## src/rtl/multi_random_state_generator_pkg.sv

```systemverilog
// random_state_gen_pkg
//   Shared definitions for the multi-channel random state generator:
//   the mode encoding, the LFSR polynomial, the per-channel seed spreading
//   constant and the two helper functions used to derive seeds and step
//   the 32-bit Galois LFSR.
package random_state_gen_pkg;

    typedef enum logic [1:0] {
        RS_RANDOM     = 2'd0,
        RS_FIXED      = 2'd1,
        RS_FORCE_LOW  = 2'd2,
        RS_FORCE_HIGH = 2'd3
    } rs_mode_t;

    localparam logic [31:0] LFSR_POLY   = 32'h80200003;
    localparam logic [31:0] SEED_SPREAD = 32'h9E3779B9;

    // Spread the base seed across channels; an all-zero LFSR would lock up,
    // so a zero result is replaced by 1.
    function automatic logic [31:0] derive_seed(input logic [31:0] seed,
                                                input int unsigned c);
        logic [31:0] s;
        s = seed ^ (32'(c) * SEED_SPREAD);
        return (s == 32'd0) ? 32'd1 : s;
    endfunction

    // Right-shifting Galois LFSR: the bit shifted out selects the feedback.
    function automatic logic [31:0] lfsr_step(input logic [31:0] x);
        return x[0] ? ((x >> 1) ^ LFSR_POLY) : (x >> 1);
    endfunction

endpackage

```

## src/rtl/multi_random_state_generator_channel.sv

```systemverilog
// random_state_channel
//   One output channel: phase counter, phase length register, 32-bit LFSR
//   and the output bit.
//   i_clk     : clock
//   i_s_rst   : synchronous active-high reset
//   i_en      : advance enable (low freezes everything, toggle reads 0)
//   i_mode    : RANDOM / FIXED / FORCE_LOW / FORCE_HIGH
//   o_state   : channel output bit (registered)
//   o_toggle  : one-cycle pulse when o_state changes (registered)
module random_state_channel
    import random_state_gen_pkg::*;
#(
    parameter int unsigned CNT_WIDTH       = 16,
    parameter int unsigned STATE_0_MIN_VAL = 10,
    parameter int unsigned STATE_0_MAX_VAL = 20,
    parameter int unsigned STATE_1_MIN_VAL = 30,
    parameter int unsigned STATE_1_MAX_VAL = 40,
    parameter logic [31:0] SEED            = 32'h1
) (
    input  logic     i_clk,
    input  logic     i_s_rst,
    input  logic     i_en,
    input  rs_mode_t i_mode,
    output logic     o_state,
    output logic     o_toggle
);

    localparam logic [31:0] RANGE_0 = 32'(STATE_0_MAX_VAL - STATE_0_MIN_VAL + 1);
    localparam logic [31:0] RANGE_1 = 32'(STATE_1_MAX_VAL - STATE_1_MIN_VAL + 1);
    localparam logic [CNT_WIDTH-1:0] MIN_0 = CNT_WIDTH'(STATE_0_MIN_VAL);
    localparam logic [CNT_WIDTH-1:0] MIN_1 = CNT_WIDTH'(STATE_1_MIN_VAL);

    // Random phase length for the state being entered; the modulus is a
    // constant so this reduces to fixed logic.
    function automatic logic [CNT_WIDTH-1:0] f_draw(input logic i_high,
                                                    input logic [CNT_WIDTH-1:0] i_bits);
        logic [31:0] w_b;
        w_b = 32'(i_bits);
        if (i_high) return CNT_WIDTH'(32'(STATE_1_MIN_VAL) + (w_b % RANGE_1));
        else        return CNT_WIDTH'(32'(STATE_0_MIN_VAL) + (w_b % RANGE_0));
    endfunction

    logic                 r_state;
    logic                 r_toggle;
    logic                 r_forced;
    logic [CNT_WIDTH-1:0] r_cnt;
    logic [CNT_WIDTH-1:0] r_len;
    logic [31:0]          r_lfsr;

    logic                 w_state_n;
    logic                 w_toggle_n;
    logic                 w_forced_n;
    logic [CNT_WIDTH-1:0] w_cnt_n;
    logic [CNT_WIDTH-1:0] w_len_n;
    logic [31:0]          w_lfsr_n;
    logic                 w_do_draw;
    logic                 w_draw_high;
    logic                 w_force_val;
    logic                 w_fixed;

    assign w_fixed = (i_mode == RS_FIXED);

    always_comb begin
        w_state_n   = r_state;
        w_toggle_n  = 1'b0;
        w_forced_n  = r_forced;
        w_cnt_n     = r_cnt;
        w_len_n     = r_len;
        w_lfsr_n    = r_lfsr;
        w_do_draw   = 1'b0;
        w_draw_high = 1'b0;
        w_force_val = (i_mode == RS_FORCE_HIGH);
        if (i_en) begin
            if (i_mode == RS_FORCE_LOW || i_mode == RS_FORCE_HIGH) begin
                w_state_n  = w_force_val;
                w_toggle_n = (r_state != w_force_val);
                w_cnt_n    = '0;
                w_forced_n = 1'b1;
            end else if (r_forced) begin
                // Leaving a forced mode: the held value starts a fresh phase.
                w_forced_n  = 1'b0;
                w_cnt_n     = '0;
                w_do_draw   = 1'b1;
                w_draw_high = r_state;
            end else if (r_cnt == r_len - CNT_WIDTH'(1)) begin
                w_state_n   = ~r_state;
                w_toggle_n  = 1'b1;
                w_cnt_n     = '0;
                w_do_draw   = 1'b1;
                w_draw_high = ~r_state;
            end else begin
                w_cnt_n = r_cnt + CNT_WIDTH'(1);
            end
            if (w_do_draw) begin
                if (w_fixed) begin
                    w_len_n = w_draw_high ? MIN_1 : MIN_0;
                end else begin
                    w_len_n  = f_draw(w_draw_high, r_lfsr[CNT_WIDTH-1:0]);
                    w_lfsr_n = lfsr_step(r_lfsr);
                end
            end
        end
    end

    always_ff @(posedge i_clk) begin
        if (i_s_rst) begin
            // The first LOW length is drawn from the seed itself; FORCE
            // modes draw as RANDOM here.
            r_state  <= 1'b0;
            r_toggle <= 1'b0;
            r_forced <= 1'b0;
            r_cnt    <= '0;
            if (w_fixed) begin
                r_len  <= MIN_0;
                r_lfsr <= SEED;
            end else begin
                r_len  <= f_draw(1'b0, SEED[CNT_WIDTH-1:0]);
                r_lfsr <= lfsr_step(SEED);
            end
        end else begin
            r_state  <= w_state_n;
            r_toggle <= w_toggle_n;
            r_forced <= w_forced_n;
            r_cnt    <= w_cnt_n;
            r_len    <= w_len_n;
            r_lfsr   <= w_lfsr_n;
        end
    end

    assign o_state  = r_state;
    assign o_toggle = r_toggle;

endmodule

```

## src/rtl/multi_random_state_generator.sv

```systemverilog
// multi_random_state_generator
//   CHANNELS independent 0/1 outputs whose phase lengths are drawn from
//   per-channel LFSRs (RANDOM), fixed at the minimum (FIXED), or forced.
//   i_clk     : clock
//   i_s_rst   : synchronous active-high reset
//   i_en      : advance enable for all channels
//   i_mode    : 0 RANDOM, 1 FIXED, 2 FORCE_LOW, 3 FORCE_HIGH (all channels)
//   o_state   : channel outputs (registered)
//   o_toggle  : per-channel change pulse (registered)
module multi_random_state_generator
    import random_state_gen_pkg::*;
#(
    parameter int unsigned CHANNELS        = 4,
    parameter int unsigned CNT_WIDTH       = 16,
    parameter int unsigned STATE_0_MIN_VAL = 10,
    parameter int unsigned STATE_0_MAX_VAL = 20,
    parameter int unsigned STATE_1_MIN_VAL = 30,
    parameter int unsigned STATE_1_MAX_VAL = 40,
    parameter logic [31:0] SEED            = 32'hACE1
) (
    input  logic                i_clk,
    input  logic                i_s_rst,
    input  logic                i_en,
    input  logic [1:0]          i_mode,
    output logic [CHANNELS-1:0] o_state,
    output logic [CHANNELS-1:0] o_toggle
);

    if (CHANNELS < 1 || CHANNELS > 32) begin : g_err_channels
        $error("CHANNELS must be in 1..32");
    end
    if (CNT_WIDTH < 1 || CNT_WIDTH > 32) begin : g_err_width
        $error("CNT_WIDTH must be in 1..32");
    end
    if (STATE_0_MIN_VAL < 1 || STATE_1_MIN_VAL < 1) begin : g_err_min
        $error("state minimum lengths must be at least 1");
    end
    if (STATE_0_MIN_VAL > STATE_0_MAX_VAL || STATE_1_MIN_VAL > STATE_1_MAX_VAL) begin : g_err_order
        $error("state minimum length exceeds maximum");
    end
    if (64'(STATE_0_MAX_VAL) >= (64'd1 << CNT_WIDTH) ||
        64'(STATE_1_MAX_VAL) >= (64'd1 << CNT_WIDTH)) begin : g_err_max
        $error("state maximum length does not fit CNT_WIDTH");
    end

    rs_mode_t w_mode;
    assign w_mode = rs_mode_t'(i_mode);

    for (genvar g = 0; g < int'(CHANNELS); g++) begin : g_ch
        random_state_channel #(
            .CNT_WIDTH      (CNT_WIDTH),
            .STATE_0_MIN_VAL(STATE_0_MIN_VAL),
            .STATE_0_MAX_VAL(STATE_0_MAX_VAL),
            .STATE_1_MIN_VAL(STATE_1_MIN_VAL),
            .STATE_1_MAX_VAL(STATE_1_MAX_VAL),
            .SEED           (derive_seed(SEED, g))
        ) u_ch (
            .i_clk   (i_clk),
            .i_s_rst (i_s_rst),
            .i_en    (i_en),
            .i_mode  (w_mode),
            .o_state (o_state[g]),
            .o_toggle(o_toggle[g])
        );
    end

endmodule

```

## config.mk

```make
export PLATFORM = sky130hd
export DESIGN_NAME = multi_random_state_generator
export DESIGN_NICKNAME = d
export VERILOG_FILES = /design/src/rtl/multi_random_state_generator_pkg.sv /design/src/rtl/multi_random_state_generator_channel.sv /design/src/rtl/multi_random_state_generator.sv
export SDC_FILE = /design/constraint.sdc
export NUM_CORES = 1
export LEC_CHECK = 0
export BUFFER_PORTS_ARGS = -buffer_cell sky130_fd_sc_hd__buf_2
export CAP_MARGIN = 20
export CELL_PAD_IN_SITES_DETAIL_PLACEMENT = 1
export CELL_PAD_IN_SITES_GLOBAL_PLACEMENT = 1
export CORE_MARGIN = 2
export CORE_UTILIZATION = 52
export DETAILED_ROUTE_END_ITERATION = 8
export PLACE_DENSITY = 0.82
export SYNTH_ARGS = -nofsm -noshare
export SYNTH_HDL_FRONTEND = slang
export SYNTH_SLANG_ARGS = --single-unit
export TNS_END_PERCENT = 1
```

## constraint.sdc

```tcl
create_clock -name i_clk -period 23.1 [get_ports i_clk]
set_input_delay 1.155 -clock i_clk [delete_from_list [all_inputs] [get_ports i_clk]]
set_output_delay 1.155 -clock i_clk [all_outputs]
set_load 0.01 [all_outputs]
```

==> results.ini, run 1 <==
[outcome]
status = completed

[timing]
minimum_clock_period_after_layout_ns = 17.21
final.hold.worst_slack_ns = 0.488
report.final.hold_viol_count = 0
rsz_0062_raised_after_global_routing = no
setup_viol = 0
worst_pin_slew_ns = 1.09
largest_clock_skew_in_the_final_design_ns = 0.0306
max_freq_mhz = 58.1
setup_tns_ns = 0
slew_viol_final = 0
slew_headroom_pct = 27.3
layout_worst_path_cycle_share_pct = 74.5

[placed_design]
dp_hpwl_mm = 86.2
final_wtd_congestion = 0.892
dpl-instance-area_mm2 = 0.0373
place_inst = 5614
place.port_buffers = 12

[floorplanning]
initial_core_util_pct = 52.7
die_area_mm2 = 0.0734
design.portCount = 13
die-height_um = 271
coreArea_mm2 = 0.0703
floorplan.rows = 97
die-width_um = 271

[worst_setup_path]
cp_common_cell = nor2_1
max_stage_delay_ns = 0.96
worstSetupStartpointType = flip-flop
critPathCaptureType = flip-flop
timing.reg2reg.setup_slack_ns = 5.89
worst-path-max-fanout = 20
critPathRequiredTime_ns = 23.43
crit_arrival_ns = 17.54
crit_buf_inv = 2
crit_slowest_cell = a222oi_1
crit_type = flip-flop to flip-flop
worst_path_dominant_cell_family = compound AO/OA/AOI/OAI gates

[synth]
mappedNetlistNets = 4959
postSynthRegisterBits = 265
syn_avg_cell_area_um2 = 7.54
synthesis.instances = 4914
post-synth-top-area-cell = edfxtp_1
yosys.cell_count.top_type = nor2_1
synth_flop_cell = edfxtp_1
share_of_flip_flops_with_an_asynchronous_set_or_reset_pct = 0
netlist-cell-type-count = 171
yosysSeqAreaShare_pct = 19.1
synth.cells.most_frequent = nor2_1, nand2_1, o21ai_0
count_of_flip_flops_with_a_built_in_enable_after_synthesis = 176
synth_area_leaders = edfxtp_1, xnor2_1, o21ai_0
netlist_area_mm2 = 0.0371
yosys.area.top_type_share_pct = 14.3
synthesis.yosys.warnings = 0

[global_route]
global_route_wire_length_before_repair_mm = 196
grt_pass1_vias = 37900
grt.overflow.total = 0
grt_use_total_pct = 31.0
antenna_found_initial = 0
grt_max_degree = 71

[clocking]
cts_post_setup_buffers_inserted = 0
tritoncts_clock_tree = built
insertion_delay_ns = 0.58
hold_buffers = 0
htree_levels = 2
clk_pin_slew_ns = 0.06
cts_buffers = 34
master_cell_of_the_clock_root_buffer = clkbuf_16
tritoncts_num_sinks = 265
cts.path.max_buffers = 3
cts_resized = 0

[route]
drt-wirelength-per-cell_um = 20.7
ant_nets = 0
number_of_drc_markers_in_iteration_0 = 2783
route.final.wire_length_mm = 118
route.detailed.vias_per_inst = 6.73
via_count = 38300
remaining_drc_errors = 0
firstDrtPassIters = 6

[layout]
nets = 4761
final_layout_size_suffix_gt1_share_pct = 9.37
finish.cell_count_without_fillers = 5681
syn_to_final_growth_pct = 3.84
antenna-diode-count = 0
final_cell_area_mm2 = 0.0385

[min_path]
hold_path_class = flip-flop to flip-flop

[job]
cap_violations = 0

## stage by stage
step	worst slack [ns]	utilization, %
detailed placement	6.07	53.1
global placement	6.87	53.1
global route	4.53	54.8
floorplan	9.64	-
finish	5.89	54.8
CTS	6.02	54.6
## area by class of cell
cell class,count,area [µm²]
Fill cell,8878,31800
Multi-Input combinational cell,4216,28200
Sequential cell,265,7070
Tap cell,940,1180
Clock buffer,38,887
Inverter,147,552
Timing Repair Buffer,52,403
Clock inverter,23,189
## layout by cell type, fill, tap and decap left out, types with 35 or more instances in the layout
cell and n:
nand2b_1 80, or3_1 53, o21ai_0 357, nor2_1 421
a31oi_1 70, nand4_1 83, inv_1 132, nand2_1 411
nor4_1 68, a21oi_1 263, a211o_1 40, and3_1 109
and2_1 54, nand3_1 198, o31ai_1 48, clkbuf_16 35
mux2_2 37, xor2_1 111, xnor2_1 240, or2_2 49
o22ai_1 35, ha_1 36, nor2b_1 78, mux2i_1 73
o211ai_1 78, a21boi_0 38, edfxtp_1 176, buf_4 36
a211oi_1 84, nor3_1 194, o21a_1 63, dfxtp_1 89
a21o_1 51
## flip-flops by register name (all words and copies together), names as in the netlist
| signal | flops |
|---|---|
| g_ch.u_ch.r_cnt | 64 |
| g_ch.u_ch.r_lfsr | 128 |
| g_ch.u_ch.r_len | 64 |
| g_ch.u_ch.r_forced | 1 |
| g_ch.u_ch.o_state | 4 |
| g_ch.u_ch.o_toggle | 4 |
## per-layer routing
metal	global-route usage [%]	part of all wire (%)	up-vias
li1	-	-	18300
met2	51.7	47	786
met1	42.9	47	19000
met4	7.55	1.8	0
met5	0	0	-
met3	2.86	4.0	156
## kinds of logic after synthesis
| family | share of synthesized area, % |
|---|---|
| AOI/OAI and AO/OA | 32.3 |
| xor gates and xnor gates | 8.79 |
| DFF | 19.1 |
| buffers and inverters | 4.97 |
| muxes | 3.73 |
| adders and majority gates | 1.82 |
| and+or+nand+nor | 29.3 |
## final timing paths
kind         cells past startpoint                     from                      to
max                             52  g_ch[1].u_ch.r_lfsr[12]  g_ch[1].u_ch.r_len[15]
min                              1   g_ch[3].u_ch.r_cnt[15]  g_ch[3].u_ch.r_cnt[15]
max reg2reg                     52  g_ch[1].u_ch.r_lfsr[12]  g_ch[1].u_ch.r_len[15]
min reg2reg                      1   g_ch[3].u_ch.r_cnt[15]  g_ch[3].u_ch.r_cnt[15]
Power of run 1 is left out: the tool's default activity adds up to more than one toggle a clock period on the data nets, which glitch-free logic cannot reach.
==> run 2: changes to the inputs <==
Settings changed: CORE_UTILIZATION 52 to 45, PLACE_DENSITY 0.82 to 0.75.
Clock period 23.1 ns to 14.9 ns, I/O delays scaled along.
==> run 2 against run 1 <==
Worst hold slack worse by 0.0054 ns. Sequential share of layout area decreased by 0.69 points. Routed wire length rose by 3.3%. Largest cell class unchanged. Highest routed layer is now met5.
==> results.ini, run 2 (same netlist as run 1, synthesis figures left out) <==
[layout]
top_regs = g_ch.u_ch.r_lfsr: 128 flops, g_ch.u_ch.r_cnt: 64 flops, g_ch.u_ch.r_len: 64 flops
final_layout_size_suffix_gt1_share_pct = 12.9
layout.cells.most_common = nor2_1
final.fill_count = 10200
layout.area.seq_mm2 = 0.00707
nets = 4891
most_used_cells_in_the_layout_excluding_fill_and_tap_cells = nor2_1, nand2_1, o21ai_0
largest_register_ffs = 128
largest_register = g_ch.u_ch.r_lfsr
syn_to_final_growth_pct = 7.88
multi_input_comb_area_mm2 = 0.0286

[placed_design]
dp_worst_setup_slack_ns = 0.206
place.port_buffers = 12
dp_hpwl_mm = 90.2
final_wtd_congestion = 0.905

[route]
drt-wirelength-per-cell_um = 20.5
firstDrtPassIters = 7
remaining_drc_errors = 0
route.final.wire_length_mm = 122
ant_nets = 0
via_count = 38600
number_of_drc_markers_in_iteration_0 = 2566
route.detailed.vias_per_inst = 6.49

[floorplanning]
die_area_mm2 = 0.0847
coreArea_mm2 = 0.0818
floorplan.rows = 105
die-height_um = 291
initial_core_util_pct = 45.3
die-width_um = 291
design.portCount = 13

[global_route]
grt.met1_usage_pct = 37.1
grt_max_degree = 73
global_route_wire_length_before_repair_mm = 200
grt_util_met2_pct = 47.2
grt_pass1_vias = 38100
grt.overflow.total = 0
grt_use_total_pct = 27.4
antenna_found_initial = 4
grt.busiest_layer = met2
globalRouteMet3Util_pct = 2.27

[timing]
final.hold.worst_slack_ns = 0.483
report.final.hold_viol_count = 0
minimum_clock_period_after_layout_ns = 14.13
worst_slack_ns = 0.769
max_freq_mhz = 70.8
slew_viol_final = 0
rsz_0062_raised_after_global_routing = yes
largest_clock_skew_in_the_final_design_ns = 0.0310
slew_headroom_pct = 27.5
layout_worst_path_cycle_share_pct = 94.8
worst_pin_slew_ns = 1.08
setup_viol = 0
setup_tns_ns = 0

[min_path]
hold_path_class = flip-flop to flip-flop
worst_hold_path.num_cells = 1

[worst_setup_path]
timing.reg2reg.setup_slack_ns = 0.77
ff2ff_path_depth = 52
critPathCaptureType = flip-flop
crit_arrival_ns = 14.45
worstSetupStartpointType = flip-flop
crit_buf_inv = 5
worst-path-max-fanout = 11
crit_slowest_cell = or4_4
worst_path_dominant_cell_family = simple AND/OR/NAND/NOR gates
critical_path_depth = 52
critPathRequiredTime_ns = 15.21
crit_type = flip-flop to flip-flop
max_stage_delay_ns = 0.57

[clocking]
cts.path.max_buffers = 3
tritoncts_clock_tree = built
htree_levels = 1
insertion_delay_ns = 0.60
hold_buffers = 0
clk_pin_slew_ns = 0.08
cts_buffers = 30
tritoncts_num_sinks = 265
master_cell_of_the_clock_root_buffer = clkbuf_16

[job]
cap_violations = 0

[outcome]
status = completed

==> run 2: cell count changes in the layout (fill, tap and decap cells not counted), sizes merged <==
cell,before,now
buf,51,185
clkbuf,39,33
bufinv,2,5
a21boi,46,47
diode,0,2
clkinv,29,25
==> run 2: worst register-to-register path: cells and delay by family, from the launching register on <==
| kind | cells | cell delay [ns] |
|---|---|---|
| xor+xnor | 5 | 1.03 |
| fa+ha+maj | 5 | 1.77 |
| mux | 3 | 0.99 |
| simple gates | 19 | 5.41 |
| compound gates | 15 | 3.46 |
| buf+inv | 5 | 0.69 |
| flops | 1 | 0.51 |
==> run 2: routing by layer <==
metal  routed length (µm)  part of all wire (%)
met5                   27                 0.022
met4                 2410                   2.0
met3                 3780                   3.1
met2                58800                    48
met1                56600                    47
==> run 2: path summary, 6_finish.rpt <==
check,startpoint,end
max,g_ch[2].u_ch.r_lfsr[13],g_ch[2].u_ch.r_len[15]
min,g_ch[3].u_ch.r_lfsr[28],g_ch[3].u_ch.r_lfsr[27]
max reg2reg,g_ch[2].u_ch.r_lfsr[13],g_ch[2].u_ch.r_len[15]
min reg2reg,g_ch[3].u_ch.r_lfsr[28],g_ch[3].u_ch.r_lfsr[27]
==> run 2: layout make-up <==
type	instances	share of cell area, %
multi-input combinational	4217	71.5
tap	1070	3.35
inverter	147	1.38
timing repair buffer	185	3.47
sequential	265	17.7
antenna	2	0.0125
clock buffer	33	1.96
clock inverter	22	0.616
==> run 2: repair_timing <==
action                                  in CTS  in global routing
endpoints found under the setup margin       0                 39
setup buffers                                0                 37
resized for setup                            0                 74
==> run 2: stage by stage <==
| stage | util [%] | cell area (µm²) | cells |
|---|---|---|---|
| after floorplan | - | 37100 | 4914 |
| after global placement | 46.7 | 38300 | 5845 |
| after detailed placement | 46.7 | 38300 | 5845 |
| after CTS | 48.0 | 39300 | 5900 |
| after global routing | 48.9 | 40000 | 5941 |
| final | 48.9 | 40000 | 5941 |
Power of run 2 is left out for the same reason.
